### src/rtl/prime_pkg.sv
// Shared definitions for the prime scan stage and the combinational checker it drives.
package prime_pkg;

    localparam int PRIME_W = 3;

    typedef enum logic [1:0] {
        IDLE = 2'd0,
        SCAN = 2'd1,
        DONE = 2'd2
    } state_e;

endpackage

### src/rtl/prime_scan_ctrl.sv
// Steps an external prime checker across [lo, hi], one value per cycle, and accumulates
// the prime count and the last (largest) prime seen.
module prime_scan_ctrl
    import prime_pkg::*;
#(
    parameter int W = PRIME_W
) (
    input  logic         clk,
    input  logic         rst,
    input  logic         start,
    input  logic [W-1:0] lo,
    input  logic [W-1:0] hi,
    output logic [W-1:0] n,
    input  logic         isP,
    output logic         busy,
    output logic         done,
    output logic [W:0]   count,
    output logic [W-1:0] last_prime,
    output logic         found
);

    localparam logic [W-1:0] ONE_N = {{(W-1){1'b0}}, 1'b1};
    localparam logic [W:0]   ONE_C = {{W{1'b0}}, 1'b1};

    state_e       state_q, state_d;
    logic [W-1:0] n_q, n_d;
    logic [W-1:0] hi_q, hi_d;
    logic [W:0]   count_q, count_d;
    logic [W-1:0] last_prime_q, last_prime_d;
    logic         found_q, found_d;
    logic         busy_q, busy_d;
    logic         done_q, done_d;

    always_comb begin
        state_d      = state_q;
        n_d          = n_q;
        hi_d         = hi_q;
        count_d      = count_q;
        last_prime_d = last_prime_q;
        found_d      = found_q;

        unique case (state_q)
            IDLE: begin
                if (start) begin
                    count_d      = '0;
                    found_d      = 1'b0;
                    last_prime_d = '0;
                    if (lo <= hi) begin
                        state_d = SCAN;
                        hi_d    = hi;
                        n_d     = lo;
                    end else begin
                        state_d = DONE;
                    end
                end
            end
            SCAN: begin
                if (isP) begin
                    count_d      = count_q + ONE_C;
                    last_prime_d = n_q;
                    found_d      = 1'b1;
                end
                // Compare before incrementing so hi = all-ones terminates without wrapping n.
                if (n_q == hi_q) begin
                    state_d = DONE;
                end else begin
                    n_d = n_q + ONE_N;
                end
            end
            DONE: begin
                state_d = IDLE;
            end
            default: begin
                state_d = IDLE;
            end
        endcase

        busy_d = (state_d != IDLE);
        done_d = (state_d == DONE);
    end

    always_ff @(posedge clk) begin
        if (rst) begin
            state_q      <= IDLE;
            n_q          <= '0;
            hi_q         <= '0;
            count_q      <= '0;
            last_prime_q <= '0;
            found_q      <= 1'b0;
            busy_q       <= 1'b0;
            done_q       <= 1'b0;
        end else begin
            state_q      <= state_d;
            n_q          <= n_d;
            hi_q         <= hi_d;
            count_q      <= count_d;
            last_prime_q <= last_prime_d;
            found_q      <= found_d;
            busy_q       <= busy_d;
            done_q       <= done_d;
        end
    end

    assign n          = n_q;
    assign busy       = busy_q;
    assign done       = done_q;
    assign count      = count_q;
    assign last_prime = last_prime_q;
    assign found      = found_q;

endmodule

### config.mk
export PLATFORM = sky130hd
export DESIGN_NAME = prime_scan_ctrl
export DESIGN_NICKNAME = d
export VERILOG_FILES = /design/src/rtl/prime_pkg.sv /design/src/rtl/prime_scan_ctrl.sv
export SDC_FILE = /design/constraint.sdc
export NUM_CORES = 1
export LEC_CHECK = 0
export ABC_AREA = 1
export ABC_CLOCK_PERIOD_IN_PS = 3050
export CORE_MARGIN = 4
export CORE_UTILIZATION = 50
export DETAILED_ROUTE_END_ITERATION = 6
export GPL_ROUTABILITY_DRIVEN = 0
export GPL_TIMING_DRIVEN = 0
export PLACE_DENSITY = 0.87
export SETUP_SLACK_MARGIN = 0.3
export SYNTH_ARGS = -nofsm -noshare
export SYNTH_HDL_FRONTEND = slang
export SYNTH_SLANG_ARGS = --single-unit
### constraint.sdc
create_clock -name clk -period 3.05 [get_ports clk]
set_clock_uncertainty 0.1 [all_clocks]
set_input_delay 0.305 -clock clk [delete_from_list [all_inputs] [get_ports clk]]
set_output_delay 0.305 -clock clk [all_outputs]
set_load 0.02 [all_outputs]
### Word-level counts from Yosys, hierarchy flattened

Index checks and enable logic that the tools add are counted.

| operators by class | value |
|---|---|
| reductions and logical operators | 6 |
| mux-type cells | 17 |
| add/subtract/negate cells | 2 |
| $lt $le $gt $ge | 1 |
| eq/ne operators | 7 |

Operators by type and width:

| cell | number |
|---|---|
| $mux W3 | 5 |
| $pmux W3 S2 | 2 |
| $mux W4 | 2 |
| $ne A2 B2 Y1 const B | 4 |
| $pmux W4 S2 | 1 |
| $mux W2 | 3 |
| $reduce_and A3 Y1 | 2 |
| $add A4 B1 Y4 const B | 1 |
| $pmux W2 S2 | 1 |
| $reduce_and A4 Y1 | 1 |
| $reduce_bool A2 Y1 | 2 |
| $add A3 B1 Y3 const B | 1 |
| $eq A3 B3 Y1 | 1 |
| $le A3 B3 Y1 | 1 |
| $eq A2 B1 Y1 const B | 1 |
| $eq A2 B2 Y1 const B | 1 |
| $logic_not A2 Y1 | 1 |
| $mux W1 | 2 |
| $pmux W1 S2 | 1 |

| word-level totals | value |
|---|---|
| register bits | 18 |

### Depth between registers and ports, before layout

Gate-level depths: netlist of run 1.

| depth | value |
|---|---|
| depth after elaboration | 5 |
| gate-level depth with buffers | 11 |
| mapped depth without buffers | 11 |

### Least setup slack after synthesis of run 1

Ideal clock, no wire load.

| path | value |
|---|---|
| path kind | input-to-reg |
| start | input hi[2] |
| end | register n_q[0] (netlist: n[0]) |
| arrival | 1218 ps |
| path slack | 1618 ps |
| path buffers | 0 |
| stages | 10 |
| cells stage by stage | inv_1 -> ha_1 -> a21oi_1 -> nand2_1 -> nand2_1 -> nand2_4 -> nand2_4 -> nand2_1 -> nand2_1 -> nor2_2 |

| on the way | value |
|---|---|
| longest elaborated chain between the ends | 3 |

RTL lines:

| what | RTL line | RTL |
|---|---|---|
| start, declared | prime_scan_ctrl.sv:12 | `input logic [W-1:0] hi,` |
| $le A3 B3 Y1 | prime_scan_ctrl.sv:48 | `if (lo <= hi) begin` |
| $ne A2 B2 Y1 (no source line) | -- |  |
| $reduce_and A4 Y1 (no source line) | -- |  |
| end signal, assigned | prime_scan_ctrl.sv:94 | `n_q <= n_d;` |
| end, declared | prime_scan_ctrl.sv:26 | `logic [W-1:0] n_q, n_d;` |

No other way between the ends.
A chain may end at the register's enable or synchronous reset.

### Worst setup path in the final report of run 1

| path | value |
|---|---|
| start | register n_q[2] (netlist: n[2]) |
| end | output n[2] |

RTL lines:

| what | RTL line | RTL |
|---|---|---|
| end, declared | prime_scan_ctrl.sv:13 | `output logic [W-1:0] n,` |

No word-level cell between the ends.

==> results by group, run 1 <==
Setup path
  • Worst EP required: 2.64 ns
  • CP delay by family, top: buffers and inverters
  • Worst path cell trace: clkdlybuf4s50_1
  • Critical path class: register to output pin
  • Launching element type of the critical path: register
  • Worst path slowest cell: clkdlybuf4s50_1
  • CP max stage delay: about 0.65 ns
  • Arr. time, crit path: 1.39 ns
  • Critical path endpoint category: output pin
  • Crit Path Max Fanout: 6
  • Worst path buffer plus inverter count: 1

Pwr
  • Tot Pwr: ~0.6 mW
  • Cell Pwr Density: 511 mW/mm2
  • Cell Int Power: 0.410 mW
  • P_leak: between 0.5 and 0.6 nW
  • Comb pwr share: 0.309
  • Sw Share: 0.329
  • NetSw: 0.201 mW
  • Peak supply drop: 0.326 mV
  • Register share of total power: 0.457
  • Clk pwr share: 0.234

Floorplan
  • Core area: 0.00173 mm2
  • Die Y: a little over 50 um
  • Initial Util: 0.525
  • DIE AREA: 0.00256 mm2
  • Die width: between 50 and 60 um
  • Io pins: 23
  • Site Rows: 15

Timing
  • Slew Limit Headroom: 0.709
  • Final worst path period need: between 1.5 and 2 ns
  • Final setup vio count: 0
  • Hold WS: 0.381 ns
  • Fin crit share: 0.587
  • RSZ-0062 raised after global routing: no
  • Fmax: 0.558 GHz
  • Max-slew violations: 0
  • Worst slew pin tran: 0.436 ns
  • Final TNS setup: 0 ns
  • Final hold viol count: 0

Cells and area
  • Layout area overhead: 31.7%
  • Layout cell share with drive strength beyond 1: 0.124
  • FILL cells: 140
  • Fin util: 0.692
  • Non-filler cells in the finished layout: 170
  • Final layout net count: approximately 160
  • Area occupied by multi-input gates: 479 um2
  • Diode count: 0
  • Register area: 360 um2

Global routing
  • First-pass GRT wire length: 3400 um
  • Antenna violations before repair: 0
  • Vias in the first global route: 821
  • Remaining Overflow, GRT: 0
  • Pin count of the biggest net entering global routing: 11
  • Overall global routing resource usage: 0.170

Clock network
  • Clock sinks: 18
  • TritonCTS buffer count: 3
  • Insertion delay to the later sink of the worst-skew pair: ~0.29 ns
  • CTS tree: built
  • CTS root buf: clkbuf_4
  • Post-CTS sizing: 0
  • Hold_buf cts: 0
  • Buffer count from post-CTS setup fixing: 0
  • Maximum clock insertion buffer count: 2
  • H-tree Lvls: 1
  • Reg clk slew, reported paths: ~0.1 ns

Logic synthesis
  • Share of the synthesized area in the top cell type: 0.397
  • Mapped cell area: 907 um2
  • Netlist cell types: 20
  • Syn. warnings: 0
  • Syn_nets: 134
  • Flops & latches, synth: 18
  • Area contributors post-synth: dfxtp_1, nand2_1, a21oi_1
  • Syn Inst Count: 119
  • Mean Syn Cell Area: 7.62 um2
  • Sequential cell area fraction in the yosys report: 0.397
  • Area leader, netlist: dfxtp_1

Routing
  • Initial DRC count: 13
  • Wirelength, routed: between 1500 and 2000 um
  • Uppermost routed layer: met4
  • Met2 WL: 927 um
  • Routed len/inst: 10.9 um
  • Post-route ant nets: 0
  • Detailed-route DRC error count: 0
  • WL met1: 849 um
  • Via-to-Cell Ratio: about 4.8
  • Routed vias: 819
  • DR pass1 iterations: 4
  • Met3 wire length: approximately 74 um

Flow run
  • Max cap viols: 0

Placed design
  • Placed cells: 166
  • HPWL after DPL: ~1500 um
  • Port Buffers: 22

Outcome
  • Status: finished clean

Min path
  • Hold WC Path Type: register to register
==> flip-flops by register name (all words and copies together), names as in the netlist <==
signal / count
last_prime: 3
state_q: 2
found: 1
hi_q: 3
n: 3
count: 4
busy: 1
done: 1
==> routing by layer <==
layer,track usage,vias to the layer above
met4,0.0538,0
met5,0,-
met1,0.208,366
li1,-,436
met3,0.0297,2
met2,0.298,15
==> path summary, 6_finish.rpt <==
| check | from | endpoint | slack, ns | cells past startpoint |
|---|---|---|---|---|
| hold / removal | hi_q[0] | hi_q[0] | 0.38 | 2 |
| setup reg to reg | n[0] | n[0] | 1.78 | 9 |
| setup / recovery | n[2] | n[2] | 1.26 | 1 |
| hold reg to reg | hi_q[0] | hi_q[0] | 0.38 | 2 |
==> placed cells by master, fill, tap and decap left out, types with 2 or more instances in the layout <==
| master | netlist | layout |
|---|---|---|
| nor2_4 | 2 | 2 |
| clkbuf_4 | 0 | 3 |
| dfxtp_1 | 18 | 18 |
| nor2_2 | 4 | 4 |
| nand2_4 | 4 | 4 |
| nor2_1 | 4 | 4 |
| ha_1 | 5 | 5 |
| nand2_1 | 30 | 30 |
| o21ai_0 | 4 | 4 |
| a21oi_1 | 15 | 15 |
| inv_1 | 14 | 14 |
| clkdlybuf4s50_1 | 0 | 22 |
| nand3_1 | 10 | 10 |
==> logic make-up after synthesis <==
kind of cell | count (synthesis) | share of synthesized area
and+or+nand+nor | 55 | 0.305
AOI/OAI and AO/OA | 21 | 0.124
DFF | 18 | 0.397
buffers and inverters | 17 | 0.0745
adders and majority gates | 5 | 0.0690
xor gates and xnor gates | 2 | 0.0193
muxes | 1 | 0.0110
==> per-stage QoR <==
step	area [um2]	worst slack [ns]
2_1_floorplan	907	1.62
3_3_place_gp	1160	1.05
3_5_place_dp	1160	0.990
4_1_cts	1190	1.26
5_1_grt	1190	1.14
6_report	1190	1.26
==> cell usage after synthesis <==
library cell and n:
nor2_1 4, a211oi_2 1, nand3_1 10, xnor2_1 1, o21ai_1 1, nor2_2 4
nor2_4 2, nand2_1 30, a21oi_1 15, inv_4 1, nand2_2 1, clkinv_2 1
ha_1 5, xor2_1 1, nand2_4 4, dfxtp_1 18, mux2i_1 1, inv_1 14
clkbuf_1 1, o21ai_0 4
==> power by group through the flow <==
stage / clock network (mW) / registers [mW] / logic [mW]
4_1_cts: 0.147 / 0.279 / 0.190
2_1_floorplan: 0 / 0.298 / 0.111
6_report: 0.143 / 0.279 / 0.189
5_1_grt: 0.157 / 0.282 / 0.214
3_5_place_dp: 0 / 0.284 / 0.188
3_3_place_gp: 0 / 0.283 / 0.183
==> worst register-to-register path: cells and delay by family, from the launching register on <==
| family | cells | cell delay (ns) |
|---|---|---|
| simple gates | 8 | 0.55 |
| buf+inv | 1 | 0.08 |
| flops | 1 | 0.45 |
==> cell type report <==
cell class,count,area share
Multi-Input combinational cell,84,0.401
Sequential cell,18,0.302
Timing Repair Buffer,22,0.184
Inverter,16,0.0534
Clock buffer,4,0.0304
Tap cell,25,0.0262
Buffer,1,0.00314
Power figures use the tool's default switching activity.
==> run 2, diff against run 1 <==
Settings changed: ABC_CLOCK_PERIOD_IN_PS 3050 to 1760, CORE_UTILIZATION 50 to 47, PLACE_DENSITY 0.87 to 0.83.
Clock period 3.05 ns to 1.76 ns, I/O delays scaled along.
==> results by group, run 2 (synthesis gave the netlist of run 1 again) <==
Routing
  • Wirelength, routed: 2240 um (+20%)
  • Initial DRC count: 20 (+7)
  • Routed vias: 874 (+6.7%)
  • Detailed-route DRC error count: 0 (unchanged)
  • Via-to-Cell Ratio: 5.05 (+4.9%)
  • DR pass1 iterations: 5 (+1)
  • Routed len/inst: 12.9 um (+18%)
  • Post-route ant nets: 0 (unchanged)

Global routing
  • Antenna violations before repair: 0 (unchanged)
  • First-pass GRT wire length: 3570 um (+4.9%)
  • Pin count of the biggest net entering global routing: 11 (unchanged)
  • Remaining Overflow, GRT: 0 (unchanged)
  • Vias in the first global route: 854 (+4.0%)
  • Overall global routing resource usage: 0.180 (+0.0104)

Cells and area
  • Most frequent cells in the layout: nand2_1, dfxtp_1, dlygate4sd2_1
  • Max reg flops: 4 (unchanged)
  • Final layout net count: 164 (+1.9%)
  • Diode count: 0 (unchanged)
  • Non-filler cells in the finished layout: 173 (+1.8%)
  • Layout cell share with drive strength beyond 1: 0.250 (+0.126)
  • Most common cell after layout, fill and taps aside: nand2_1
  • Layout area overhead: 41.7%

Timing
  • Final setup vio count: 0 (unchanged)
  • Hold WS: 0.0976 ns (-0.283 ns)
  • Worst slew pin tran: 0.462 ns (+0.0266 ns)
  • Max-slew violations: 0 (unchanged)
  • Final worst path period need: 1.41 ns
  • Fmax: 0.709 GHz
  • Final WS setup: 0.349 ns (-0.909 ns)
  • Fin crit share: 0.802
  • Final hold viol count: 0 (unchanged)
  • RSZ-0062 raised after global routing: no
  • Slew Limit Headroom: 0.692 (-0.0177)

Clock network
  • CTS root buf: clkbuf_4
  • Hold_buf cts: 0 (unchanged)
  • H-tree Lvls: 1 (unchanged)
  • Insertion delay to the later sink of the worst-skew pair: 0.29 ns (about the same)
  • Clock sinks: 18 (unchanged)
  • Maximum clock insertion buffer count: 2 (unchanged)
  • TritonCTS buffer count: 3 (unchanged)
  • Reg clk slew, reported paths: 0.10 ns (about the same)
  • CTS tree: built

Floorplan
  • Initial Util: 0.509 (-0.0166)
  • Die width: 51.9 um (+2.6%)
  • Site Rows: 15 (unchanged)
  • Io pins: 23 (unchanged)
  • DIE AREA: 0.00270 mm2 (+5.3%)
  • Die Y: 51.9 um (+2.6%)
  • Core area: 0.00178 mm2 (+3.3%)

Setup path
  • Worst EP required: 1.86 ns (-0.78 ns)
  • Critical path class: input port to register
  • Crit Path Max Fanout: 7 (+1)
  • Critical path endpoint category: register
  • Arr. time, crit path: 1.52 ns (+0.13 ns)
  • Launching element type of the critical path: input port

Placed design
  • Placed cells: 166 (unchanged)
  • Pre-CTS setup slack: -0.135 ns (-1.12 ns)
  • HPWL after DPL: 1530 um (+3.3%)
  • Port Buffers: 22 (unchanged)

Pwr
  • Tot Pwr: 1.11 mW (+82%)
  • P_leak: 0.628 nW (+20%)
  • Cell Pwr Density: 865 mW/mm2 (+69%)
  • Peak supply drop: 0.511 mV (+57%)

Outcome
  • Status: finished clean

Flow run
  • Max cap viols: 0 (unchanged)

Min path
  • Hold WC Path Type: input port to register
[run 2: area by class of cell]
class / instances / area [um2]
multi-input combinational: 84 / 556
fill: 146 / 498
sequential: 18 / 362
timing repair buffer: 25 / 233
inverter: 16 / 63.8
clock buffer: 4 / 36.3
tap: 25 / 31.3
buffer: 1 / 3.75
[run 2: final timing paths]
kind	cells after the start	from	end	slack, ns
setup / recovery	10	lo[0]	n[1]	0.35
hold / removal	3	hi[1]	hi_q[1]	0.1
setup reg to reg	7	n[1]	n[1]	0.43
hold reg to reg	2	hi_q[2]	hi_q[2]	0.38
[run 2: critical path, cell delays in order]
cell and delay [ns]:
clkdlybuf4s50_1 0.45, inv_1 0.07, ha_4 0.27, nand3_1 0.08, nand2_2 0.10, nand2_4 0.09
nand2_8 0.11, nand2_1 0.05, nand2_1 0.06, nor2_2 0.04
[run 2: power by group]
| group | internal (mW) | total, mW | leakage, nW | switching, mW |
|---|---|---|---|---|
| logic | 0.151 | 0.370 | 0.460 | 0.219 |
| registers | 0.446 | 0.489 | 0.147 | 0.0426 |
| clock network | 0.126 | 0.253 | 0.0210 | 0.127 |
[run 2: stage by stage]
step | instance area (um2) | TNS [ns] | utilization
5_1_grt | 1280 | 0 | 0.721
2_1_floorplan | 907 | 0 | -
6_report | 1280 | 0 | 0.721
3_3_place_gp | 1160 | -0.470 | 0.650
3_5_place_dp | 1160 | -0.589 | 0.650
4_1_cts | 1230 | 0 | 0.688
[run 2: layer usage]
metal	wire length (um)	up-vias	GRT usage	part of all wire
met5	0	-	0	0
met4	77	0	0.114	0.034
met3	122	11	0.0372	0.054
met2	1120	33	0.295	0.50
met1	915	391	0.211	0.41
li1	-	439	-	-
[run 2: timing repair]
action                     4_1_cts  5_1_grt
hold endpoints to repair         0        0
buffers inserted                 2        1
gates cloned                     0        0
pin swaps                        3        7
setup endpoints to repair       18        9
resized for setup               20       14
==> run 3, diff against run 2 <==
Settings changed: ABC_CLOCK_PERIOD_IN_PS 1760 to 1200, CORE_UTILIZATION 47 to 42, PLACE_DENSITY 0.83 to 0.79.
Clock period 1.76 ns to 1.2 ns, I/O delays scaled along.
==> results by group, run 3 (synthesis gave the netlist of run 1 again) <==
Outcome
  • Status: finished, violations left
  • Failing checks: negative setup slack

Routing
  • Initial DRC count: 15 (-25%)
  • Wirelength, routed: 2490 um (+11%)
  • Detailed-route DRC error count: 0 (unchanged)
  • Via-to-Cell Ratio: 5.06 (+0.25%)
  • Post-route ant nets: 0 (unchanged)
  • Routed vias: 942 (+7.8%)
  • DR pass1 iterations: 4 (-1)
  • Routed len/inst: 13.4 um (+3.4%)

Setup path
  • RR Endpoint: count[1]
  • Launching element type of the critical path: register
  • Crit Path Max Fanout: 7 (unchanged)
  • Worst path slowest cell: dfxtp_4
  • Worst reg-to-reg setup slack: -0.03 ns (-0.46 ns)
  • CP max stage delay: 0.40 ns (-0.05 ns)
  • Worst path buffer plus inverter count: 2 (unchanged)
  • Worst EP required: 1.27 ns (-0.59 ns)
  • Worst path cell trace: inv_4 -> nor2_4 -> nand2_4 -> buf_4 -> nand3_1 -> a21oi_1
  • Arr. time, crit path: 1.31 ns (-0.21 ns)
  • CP delay by family, top: flip-flops
  • Critical path class: register to register
  • Worst r2r src: state_q[0]
  • Critical path endpoint category: register
  • Stages on worst setup path: 6 (-4)
  • R2R cell count: 6 (-1)

Global routing
  • First-pass GRT wire length: 3710 um (+4.1%)
  • Vias in the first global route: 845 (-1.1%)
  • Remaining Overflow, GRT: 0 (unchanged)
  • Pin count of the biggest net entering global routing: 11 (unchanged)
  • Overall global routing resource usage: 0.176 (-0.00367)
  • Antenna violations before repair: 0 (unchanged)

Timing
  • Max-slew violations: 0 (unchanged)
  • Final hold viol count: 0 (unchanged)
  • Final TNS setup: -0.158 ns (-0.158 ns)
  • Fmax: 0.810 GHz
  • Slew Limit Headroom: 0.603 (-0.0889)
  • Final WS setup: -0.0344 ns (-0.383 ns)
  • Fin crit share: 1.03
  • RSZ-0062 raised after global routing: yes
  • Final setup vio count: 9 (+9)
  • Final worst path period need: around 1.2 ns
  • Worst slew pin tran: 0.596 ns (+0.133 ns)

Min path
  • Worst hold endpoint: hi_q[2]
  • HP Start: hi[2]
  • Hold WC Path Type: input port to register
  • Hold depth: 3 (unchanged)

Floorplan
  • Core area: 0.00200 mm2 (+12%)
  • Initial Util: 0.453 (-0.0556)
  • Io pins: 23 (unchanged)
  • Die Y: 54.5 um (+4.9%)
  • Site Rows: 16 (+1)
  • Die width: 54.5 um (+4.9%)
  • DIE AREA: 0.00297 mm2 (+10%)

Cells and area
  • Non-filler cells in the finished layout: 186 (+7.5%)
  • FILL cells: 153 (+4.8%)
  • Most common cell after layout, fill and taps aside: nand2_1
  • Final layout net count: 175 (+6.7%)
  • Layout area overhead: 66.3%
  • Diode count: 0 (unchanged)
  • Fin util: 0.754 (+0.0330)
  • Max reg flops: 4 (unchanged)
  • Most frequent cells in the layout: nand2_1, buf_6, buf_4
  • Layout cell share with drive strength beyond 1: 0.591 (+0.341)

Clock network
  • CTS tree: built
  • TritonCTS buffer count: 3 (unchanged)
  • Maximum clock insertion buffer count: 2 (unchanged)
  • Insertion delay to the later sink of the worst-skew pair: 0.31 ns (+0.02 ns)
  • H-tree Lvls: 1 (unchanged)
  • Clock sinks: 18 (unchanged)
  • CTS root buf: clkbuf_4
  • Hold_buf cts: 0 (unchanged)
  • Reg clk slew, reported paths: 0.11 ns (about the same)

Pwr
  • Peak supply drop: 0.820 mV (+61%)
  • P_leak: 0.665 nW (+6.0%)
  • Tot Pwr: 1.84 mW (+65%)
  • Cell Pwr Density: 1220 mW/mm2 (+41%)

Flow run
  • Max cap viols: 0 (unchanged)

Placed design
  • Port Buffers: 22 (unchanged)
  • HPWL after DPL: 1620 um (+6.0%)
  • Pre-CTS setup slack: -0.576 ns (-0.441 ns)
  • Placed cells: 168 (+1.2%)
-- run 3: changes by cell type in the layout (fill, tap and decap cells not counted), sizes merged --
| cell | delta |
|---|---|
| clkdlybuf4s50 | -2 |
| buf | +25 |
| inv | +1 |
| dlymetal6s2s | -3 |
| dlygate4sd2 | -9 |
| clkinv | -1 |
-- run 3: worst register-to-register path, cell delays in order, from the launching register on --
cell and delay, ns:
dfxtp_4 0.40, inv_4 0.04, nor2_4 0.16, nand2_4 0.13
buf_4 0.16, nand3_1 0.05, a21oi_1 0.06
-- run 3: cell type report --
| cell class | count | area, um2 | area share |
|---|---|---|---|
| buffer | 1 | 3.75 | 0.00249 |
| tap | 27 | 33.8 | 0.0224 |
| multi-input combinational | 84 | 632 | 0.419 |
| clock buffer | 4 | 36.3 | 0.0240 |
| timing repair buffer | 36 | 334 | 0.221 |
| inverter | 16 | 75.1 | 0.0498 |
| sequential | 18 | 394 | 0.261 |
-- run 3: repair_timing --
item / 4_1_cts / 5_1_grt
pin swaps: 13 / 5
buffers inserted: 7 / 7
resized for setup: 95 / 29
endpoints found under the setup margin: 31 / 31
-- run 3: worst max-delay path by stage --
stage          endpoint        from
3_3_place_gp       n[2]       hi[2]
5_1_grt            n[1]        n[0]
3_5_place_dp       n[2]       hi[2]
6_report       count[1]  state_q[0]
4_1_cts            n[2]        n[1]
2_1_floorplan      n[2]        n[1]
-- run 3: layer usage --
metal,wire [um],vias to the layer above,global-route usage
li1,-,467,-
met1,937,434,0.188
met2,1360,33,0.331
met3,136,8,0.0599
met4,55,0,0.0373
met5,0,-,0
-- run 3: power breakdown --
group	internal (mW)	switching, mW
Sequential	0.667	0.0813
Clock	0.185	0.210
Combinational	0.326	0.369
Total	1.18	0.660
-- run 3: metrics by stage --
step	area [um2]	hold WS (ns)
4_1_cts	1370	0.152
5_1_grt	1510	0.0577
6_report	1510	0.0518
3_5_place_dp	1250	0.369
2_1_floorplan	995	0.0930
3_3_place_gp	1250	0.348
